===== src/rtl/ahb_lite_initiator_if.sv =====
`default_nettype none
// ============================================================================
// Module      : ahb_lite_initiator_if
// Description : Bundle of the request/response handshake and the AHB-Lite
//               bus signals seen by ahb_lite_initiator.
//               modport master : the initiator's view. It takes requests,
//                                returns responses and drives the AHB
//                                address/control/write-data signals.
//               modport slave  : the environment's view. This is the
//                                requester together with the bus
//                                fabric/slave.
// Ports       : req_valid/req_ready/req_write/req_addr/req_size/req_wdata
//               rsp_valid/rsp_rdata/rsp_err
//               HADDR/HTRANS/HSIZE/HWRITE/HWDATA/HRDATA/HREADY
// Revision    : 1.0  initial release
// ============================================================================
interface ahb_lite_initiator_if #(
    parameter int ADDR_W = 32,
    parameter int DATA_W = 32
);
    // request side
    logic              req_valid;
    logic              req_ready;
    logic              req_write;
    logic [ADDR_W-1:0] req_addr;
    logic [2:0]        req_size;
    logic [DATA_W-1:0] req_wdata;
    // response side
    logic              rsp_valid;
    logic [DATA_W-1:0] rsp_rdata;
    logic              rsp_err;
    // AHB-Lite
    logic [ADDR_W-1:0] HADDR;
    logic [1:0]        HTRANS;
    logic [2:0]        HSIZE;
    logic              HWRITE;
    logic [DATA_W-1:0] HWDATA;
    logic [DATA_W-1:0] HRDATA;
    logic              HREADY;

    modport master (
        input  req_valid, req_write, req_addr, req_size, req_wdata,
        output req_ready,
        output rsp_valid, rsp_rdata, rsp_err,
        output HADDR, HTRANS, HSIZE, HWRITE, HWDATA,
        input  HRDATA, HREADY
    );

    modport slave (
        output req_valid, req_write, req_addr, req_size, req_wdata,
        input  req_ready,
        input  rsp_valid, rsp_rdata, rsp_err,
        input  HADDR, HTRANS, HSIZE, HWRITE, HWDATA,
        output HRDATA, HREADY
    );
endinterface
`default_nettype wire


===== src/rtl/ahb_lite_initiator.sv =====
`default_nettype none
// ============================================================================
// Module      : ahb_lite_initiator
// Description : AHB-Lite master. It turns a valid/ready request into one
//               single (non-burst) transfer. Only one transfer is
//               outstanding at a time. Data-phase wait states are bounded
//               by an optional timeout.
// Ports       : clk    - system clock, rising edge
//               reset  - asynchronous, active-low reset
//               bus    - ahb_lite_initiator_if.master. It carries the
//                        request/response handshake and the AHB-Lite
//                        signals.
// Parameters  : ADDR_W  - address width
//               DATA_W  - data width (32 only)
//               TIMEOUT - max HREADY-low data-phase cycles, 0 disables
// Revision    : 1.0  initial release
// ============================================================================
module ahb_lite_initiator #(
    parameter int ADDR_W  = 32,
    parameter int DATA_W  = 32,
    parameter int TIMEOUT = 16
) (
    input  wire logic             clk,
    input  wire logic             reset,
    ahb_lite_initiator_if.master  bus
);

    localparam logic [1:0] HTRANS_IDLE   = 2'b00;
    localparam logic [1:0] HTRANS_NONSEQ = 2'b10;

    // The counter only needs to reach TIMEOUT. With TIMEOUT=0 it is a
    // harmless saturating bit.
    localparam int              CNT_W     = (TIMEOUT > 0) ? $clog2(TIMEOUT + 1) : 1;
    localparam logic [CNT_W-1:0] CNT_LIMIT = CNT_W'(TIMEOUT);
    localparam bit              TO_EN     = (TIMEOUT != 0);

    typedef enum logic [1:0] {
        ST_IDLE = 2'd0,
        ST_ADDR = 2'd1,
        ST_DATA = 2'd2,
        ST_RESP = 2'd3
    } state_t;

    state_t            state;
    state_t            state_next;

    logic [ADDR_W-1:0] haddr;
    logic [2:0]        hsize;
    logic              hwrite;
    logic [DATA_W-1:0] wdata;
    logic [DATA_W-1:0] rsp_rdata;
    logic              rsp_err;
    logic [CNT_W-1:0]  wait_cnt;

    logic              accept;
    logic              req_illegal;
    logic              timeout_hit;
    logic              req_ready;
    logic              rsp_valid;
    logic [1:0]        htrans;

    // Size above word, or an address not aligned to the size, is rejected
    // without touching the bus.
    always_comb begin
        req_illegal = 1'b0;
        case (bus.req_size)
            3'd0:    req_illegal = 1'b0;
            3'd1:    req_illegal = bus.req_addr[0];
            3'd2:    req_illegal = (bus.req_addr[1:0] != 2'b00);
            default: req_illegal = 1'b1;
        endcase
    end

    assign accept = bus.req_valid && (state == ST_IDLE);

    // The counter holds the number of HREADY-low cycles already spent in
    // DATA. Timeout fires only in a cycle that is still stalled. If HREADY
    // rises in the cycle the limit is reached, the completion is taken.
    assign timeout_hit = TO_EN && (wait_cnt == CNT_LIMIT) && !bus.HREADY;

    // ------------------------------------------------------------------
    // State register
    // ------------------------------------------------------------------
    always_ff @(posedge clk or negedge reset) begin
        if (!reset) begin
            state <= ST_IDLE;
        end else begin
            state <= state_next;
        end
    end

    // ------------------------------------------------------------------
    // Next state and state-decoded outputs
    // ------------------------------------------------------------------
    always_comb begin
        state_next = state;
        req_ready  = 1'b0;
        rsp_valid  = 1'b0;
        htrans     = HTRANS_IDLE;
        case (state)
            ST_IDLE: begin
                req_ready = 1'b1;
                if (bus.req_valid) begin
                    state_next = req_illegal ? ST_RESP : ST_ADDR;
                end
            end
            ST_ADDR: begin
                htrans = HTRANS_NONSEQ;
                if (bus.HREADY) begin
                    state_next = ST_DATA;
                end
            end
            ST_DATA: begin
                if (bus.HREADY || timeout_hit) begin
                    state_next = ST_RESP;
                end
            end
            ST_RESP: begin
                rsp_valid  = 1'b1;
                state_next = ST_IDLE;
            end
            default: begin
                state_next = ST_IDLE;
            end
        endcase
    end

    // ------------------------------------------------------------------
    // Request capture, response registers and data-phase wait counter
    // ------------------------------------------------------------------
    always_ff @(posedge clk or negedge reset) begin
        if (!reset) begin
            haddr     <= '0;
            hsize     <= '0;
            hwrite    <= 1'b0;
            wdata     <= '0;
            rsp_rdata <= '0;
            rsp_err   <= 1'b0;
            wait_cnt  <= '0;
        end else begin
            if (accept) begin
                haddr    <= bus.req_addr;
                hsize    <= bus.req_size;
                hwrite   <= bus.req_write;
                wdata    <= bus.req_wdata;
                wait_cnt <= '0;
                if (req_illegal) begin
                    rsp_rdata <= '0;
                    rsp_err   <= 1'b1;
                end
            end

            if (state == ST_DATA) begin
                if (bus.HREADY) begin
                    rsp_rdata <= hwrite ? '0 : bus.HRDATA;
                    rsp_err   <= 1'b0;
                end else begin
                    if (timeout_hit) begin
                        rsp_rdata <= '0;
                        rsp_err   <= 1'b1;
                    end
                    if (wait_cnt != '1) begin
                        wait_cnt <= wait_cnt + CNT_W'(1);
                    end
                end
            end
        end
    end

    // ------------------------------------------------------------------
    // Output mapping. HWDATA always mirrors the captured write data.
    // ------------------------------------------------------------------
    assign bus.req_ready = req_ready;
    assign bus.rsp_valid = rsp_valid;
    assign bus.rsp_rdata = rsp_rdata;
    assign bus.rsp_err   = rsp_err;
    assign bus.HADDR     = haddr;
    assign bus.HTRANS    = htrans;
    assign bus.HSIZE     = hsize;
    assign bus.HWRITE    = hwrite;
    assign bus.HWDATA    = wdata;

endmodule
`default_nettype wire


===== src/flat_wrapper.sv =====
// flat-port wrapper written by rule: the top's interface ports become plain ports
module ahb_lite_initiator_flat 
#(
    parameter int ADDR_W  = 32,
    parameter int DATA_W  = 32,
    parameter int TIMEOUT = 16
)
  (clk, reset, bus_req_valid, bus_req_write, bus_req_addr, bus_req_size, bus_req_wdata, bus_req_ready, bus_rsp_valid, bus_rsp_rdata, bus_rsp_err, bus_HADDR, bus_HTRANS, bus_HSIZE, bus_HWRITE, bus_HWDATA, bus_HRDATA, bus_HREADY);
  ahb_lite_initiator_if #(.ADDR_W(ADDR_W), .DATA_W(DATA_W)) bus_i ();
  input  wire logic clk;
  input  wire logic reset;
  input wire logic [$bits(bus_i.req_valid)-1:0] bus_req_valid;
  input wire logic [$bits(bus_i.req_write)-1:0] bus_req_write;
  input wire logic [$bits(bus_i.req_addr)-1:0] bus_req_addr;
  input wire logic [$bits(bus_i.req_size)-1:0] bus_req_size;
  input wire logic [$bits(bus_i.req_wdata)-1:0] bus_req_wdata;
  output wire logic [$bits(bus_i.req_ready)-1:0] bus_req_ready;
  output wire logic [$bits(bus_i.rsp_valid)-1:0] bus_rsp_valid;
  output wire logic [$bits(bus_i.rsp_rdata)-1:0] bus_rsp_rdata;
  output wire logic [$bits(bus_i.rsp_err)-1:0] bus_rsp_err;
  output wire logic [$bits(bus_i.HADDR)-1:0] bus_HADDR;
  output wire logic [$bits(bus_i.HTRANS)-1:0] bus_HTRANS;
  output wire logic [$bits(bus_i.HSIZE)-1:0] bus_HSIZE;
  output wire logic [$bits(bus_i.HWRITE)-1:0] bus_HWRITE;
  output wire logic [$bits(bus_i.HWDATA)-1:0] bus_HWDATA;
  input wire logic [$bits(bus_i.HRDATA)-1:0] bus_HRDATA;
  input wire logic [$bits(bus_i.HREADY)-1:0] bus_HREADY;
  assign bus_i.req_valid = bus_req_valid;
  assign bus_i.req_write = bus_req_write;
  assign bus_i.req_addr = bus_req_addr;
  assign bus_i.req_size = bus_req_size;
  assign bus_i.req_wdata = bus_req_wdata;
  assign bus_req_ready = bus_i.req_ready;
  assign bus_rsp_valid = bus_i.rsp_valid;
  assign bus_rsp_rdata = bus_i.rsp_rdata;
  assign bus_rsp_err = bus_i.rsp_err;
  assign bus_HADDR = bus_i.HADDR;
  assign bus_HTRANS = bus_i.HTRANS;
  assign bus_HSIZE = bus_i.HSIZE;
  assign bus_HWRITE = bus_i.HWRITE;
  assign bus_HWDATA = bus_i.HWDATA;
  assign bus_i.HRDATA = bus_HRDATA;
  assign bus_i.HREADY = bus_HREADY;
  ahb_lite_initiator #(.ADDR_W(ADDR_W), .DATA_W(DATA_W), .TIMEOUT(TIMEOUT)) u_core (.clk(clk), .reset(reset), .bus(bus_i));
endmodule

===== config.mk =====
export PLATFORM = sky130hd
export DESIGN_NAME = ahb_lite_initiator_flat
export DESIGN_NICKNAME = d
export VERILOG_FILES = /design/src/rtl/ahb_lite_initiator_if.sv /design/src/rtl/ahb_lite_initiator.sv /design/src/flat_wrapper.sv
export SDC_FILE = /design/constraint.sdc
export NUM_CORES = 1
export LEC_CHECK = 0
export CAP_MARGIN = 5
export CORE_ASPECT_RATIO = 2
export CORE_UTILIZATION = 30
export CTS_CLUSTER_SIZE = 10
export DETAILED_ROUTE_END_ITERATION = 10
export REMOVE_ABC_BUFFERS = 1
export SETUP_SLACK_MARGIN = 0.2
export SYNTH_ARGS = -nofsm -noshare
export SYNTH_HDL_FRONTEND = slang
export SYNTH_SLANG_ARGS = --single-unit

===== constraint.sdc =====
create_clock -name clk -period 2.4 [get_ports clk]
set_input_delay 0.72 -clock clk [delete_from_list [all_inputs] [get_ports clk]]
set_output_delay 0.72 -clock clk [all_outputs]
set_load 0.01 [all_outputs]

==> impl_metrics.toml <==
[power]
fin_total_pwr_mw = 8.877
p_seq_frac = 0.360
power_density_mw_per_mm2 = 1273
power.share.switching = 0.3122
p_switching_mw = 2.771
p_clk_frac = 0.165
intPower_mw = 6.105
p_leak_nw = 2.940
worst_ir_drop_vdd_v = 0.0004732
power_frac_comb = 0.475

[routing]
wl_um = 12130
wl_per_cell_um = 17.66
drt_iter0_drc = 80
dr.pass1.iters = 4
post-route-drc-count = 0
vias = 3179
antenna_left = 0
viasPerCell = 4.627

[timing]
rsz0062_at_grt = "false"
min_period_ns = 2.117
fin_crit_sh = 0.8819
final_hold_viol_count = 0
clock_skew_ns = 0.009796
setup-violations-final = 0
worst_slew_pin_slew_ns = 0.5436
relSlewSlack = 0.6376
setup_tns_ns = 0
finalWorstSetupSlack_ns = 0.2835
fmax_mhz = 472.5
drv_slew = 0

[placed_design]
port_buffers = 207
dpl.hpwl_um = 9061
placed_area_mm2 = 0.006660
dpl_worst_slack_ns = 0.05368
gp_congestion = 0.7699

[cts]
insertion_delay_ns = 0.34
cts_inserted_buffers = 9
cts_tree = "built"
ctsHoldBuffers = 0
cts-root-buf = "clkbuf_16"
h-tree-depth = 3
clockBufferDepth = 2
clock_sinks = 108
cts.clk_slew.worst_paths_ns = 0.07

[synth]
ys_types = 36
avgSynthCellArea_um2 = 15.55
synthCells = 276
synth_area_mm2 = 0.004292
ys_ff_latch = 108
yosysSeqAreaShare = 0.6297
yosysWarnings = 0

[worst_setup_path]
crit_family = "flip-flops"
critical_path_class = "reg -> out"
max_stage_delay_ns = 0.43
cp_cell_sequence = "inv_1 > ha_2 > dlygate4sd2_1"
path_buf_inv = 2
crit_required_ns = 1.68
crit_fanout = 4
cp-end-kind = "primary output"
cp_slowest_cell = "dfrtp_1"
worst_setup_path_start_kind = "flop"
arrival_ns = 1.40

[floorplan]
chipHeight_um = 171.1
die_w_um = 86.58
coreArea_mm2 = 0.01397
rows = 61
start_util = 0.3073
die-area_mm2 = 0.01482
pin_count = 209

[worst_hold_path]
hold_class = "in -> async"

[grt]
gr-total-overflow = 0
grt_max_degree = 68
grt_pass1_vias = 3351
grt_usage = 0.1655
grt_pass1_wl_um = 18200
antenna_found_initial = 1

[cells_and_area]
layout_common_cells = "203 x clkdlybuf4s50_1, 108 x dfrtp_1, 70 x mux2_2"
drive_above_1_share = 0.2298
final_nets = 603
post-route-util = 0.4991
area_growth_pct = 62.42
final_cell_area_mm2 = 0.006970
final_common_cell = "clkdlybuf4s50_1"

[run_status]
status = "finished clean"

[job]
cap_violations = 0
## layout make-up
class                      instances  area [um^2]
clock inverter                     5        42.54
fill                            1276         6997
multi-input combinational        147         1479
inverter                           4        15.01
timing repair buffer             221         2237
clock buffer                      11        252.7
antenna                            2        5.005
tap                              189        236.5
sequential                       108         2703
## state kept, by name (all words and copies together) (netlist names)
| name | count |
|---|---|
| u_core.bus.HADDR | 32 |
| u_core.bus.HWDATA | 32 |
| u_core.bus.HWRITE | 1 |
| u_core.bus.rsp_err | 1 |
| u_core.bus.HSIZE | 3 |
| u_core.wait_cnt | 5 |
| u_core.state | 2 |
| u_core.bus.rsp_rdata | 32 |
## final timing paths
path,cells past startpoint,slack [ns],from,endpoint
setup / recovery,3,0.28,u_core.state[0]$_DFFE_PN0P_,bus_req_ready
hold / removal,2,0.37,reset,u_core.wait_cnt[0]$_DFF_PN0_
setup reg to reg,6,0.43,u_core.wait_cnt[0]$_DFF_PN0_,u_core.wait_cnt[3]$_DFF_PN0_
hold reg to reg,1,0.51,u_core.bus.HWDATA[9]$_DFFE_PN0N_,u_core.bus.HWDATA[9]$_DFFE_PN0N_
max in group asynchronous,2,1.55,reset,u_core.bus.HADDR[15]$_DFFE_PN0N_
min in group clk,1,0.51,u_core.bus.HWDATA[9]$_DFFE_PN0N_,u_core.bus.HWDATA[9]$_DFFE_PN0N_
## cells in the mapped netlist
library cell,n,area (um^2)
conb_1,1,3.750
a211o_2,1,10.01
nand3_4,1,17.52
a21oi_1,1,5.000
o22ai_1,1,6.260
nand2b_1,3,18.77
a21o_1,1,7.510
buf_6,3,33.78
nor2_1,3,11.26
mux2i_1,1,10.01
a22o_1,1,8.760
o31ai_1,1,7.510
o21ai_0,1,5.000
o21ai_2,1,8.760
o2111ai_1,1,8.760
dfrtp_1,108,2703
clkbuf_1,3,11.26
buf_4,1,7.510
or2_2,1,6.260
a32o_1,30,300.3
o211a_1,1,10.01
buf_2,10,50.05
inv_1,4,15.01
ha_1,8,100.1
nand2_1,6,22.52
and2_0,1,6.260
o21a_1,1,7.510
and4bb_2,1,12.51
nor3_1,1,5.000
a21boi_0,2,15.01
mux2_2,70,788.3
a32o_2,2,22.52
nand3_1,2,10.01
or4_4,1,11.26
nor3b_4,1,18.77
and3_1,1,6.260
## kinds of logic (layout without fill, tap and decap cells)
family,count (synthesis),after routing,share of synthesized area
flops,108,108,0.6297
mux,71,71,0.1860
compound gates,45,45,0.09854
simple gates,22,22,0.03411
buf+inv,21,241,0.02740
fa+ha+maj,8,8,0.02332
other cells,1,3,0.0008738
## power groups by stage
stage	logic (mW)	clock network [mW]	registers (mW)
finish	4.22	1.46	3.20
global route	4.49	1.59	3.31
CTS	4.28	1.52	3.20
detailed placement	4.27	0	3.23
global placement	4.20	0	3.19
floorplan	1.39	0	3.59
## stage by stage
stage,hold slack (ns),instances
4_1_cts,0.3795,684
3_3_place_gp,0.4865,668
6_report,0.3651,687
2_1_floorplan,0.4244,259
5_1_grt,0.3929,686
3_5_place_dp,0.4924,668
## routing by layer
| metal | routed length (um) | track usage | vias to the layer above |
|---|---|---|---|
| li1 | - | - | 1457 |
| met1 | 4170 | 0.1704 | 1593 |
| met2 | 7109 | 0.3119 | 114 |
| met3 | 523 | 0.02798 | 15 |
| met4 | 326 | 0.08623 | 0 |
| met5 | 0 | 0 | - |
## what timing repair did
item                                    4_1_cts  5_1_grt
endpoints found under the setup margin        2        1
buffers inserted                              0        1
gates resized for setup                       4        1
Note: power is estimated with default switching activity, not from simulation.
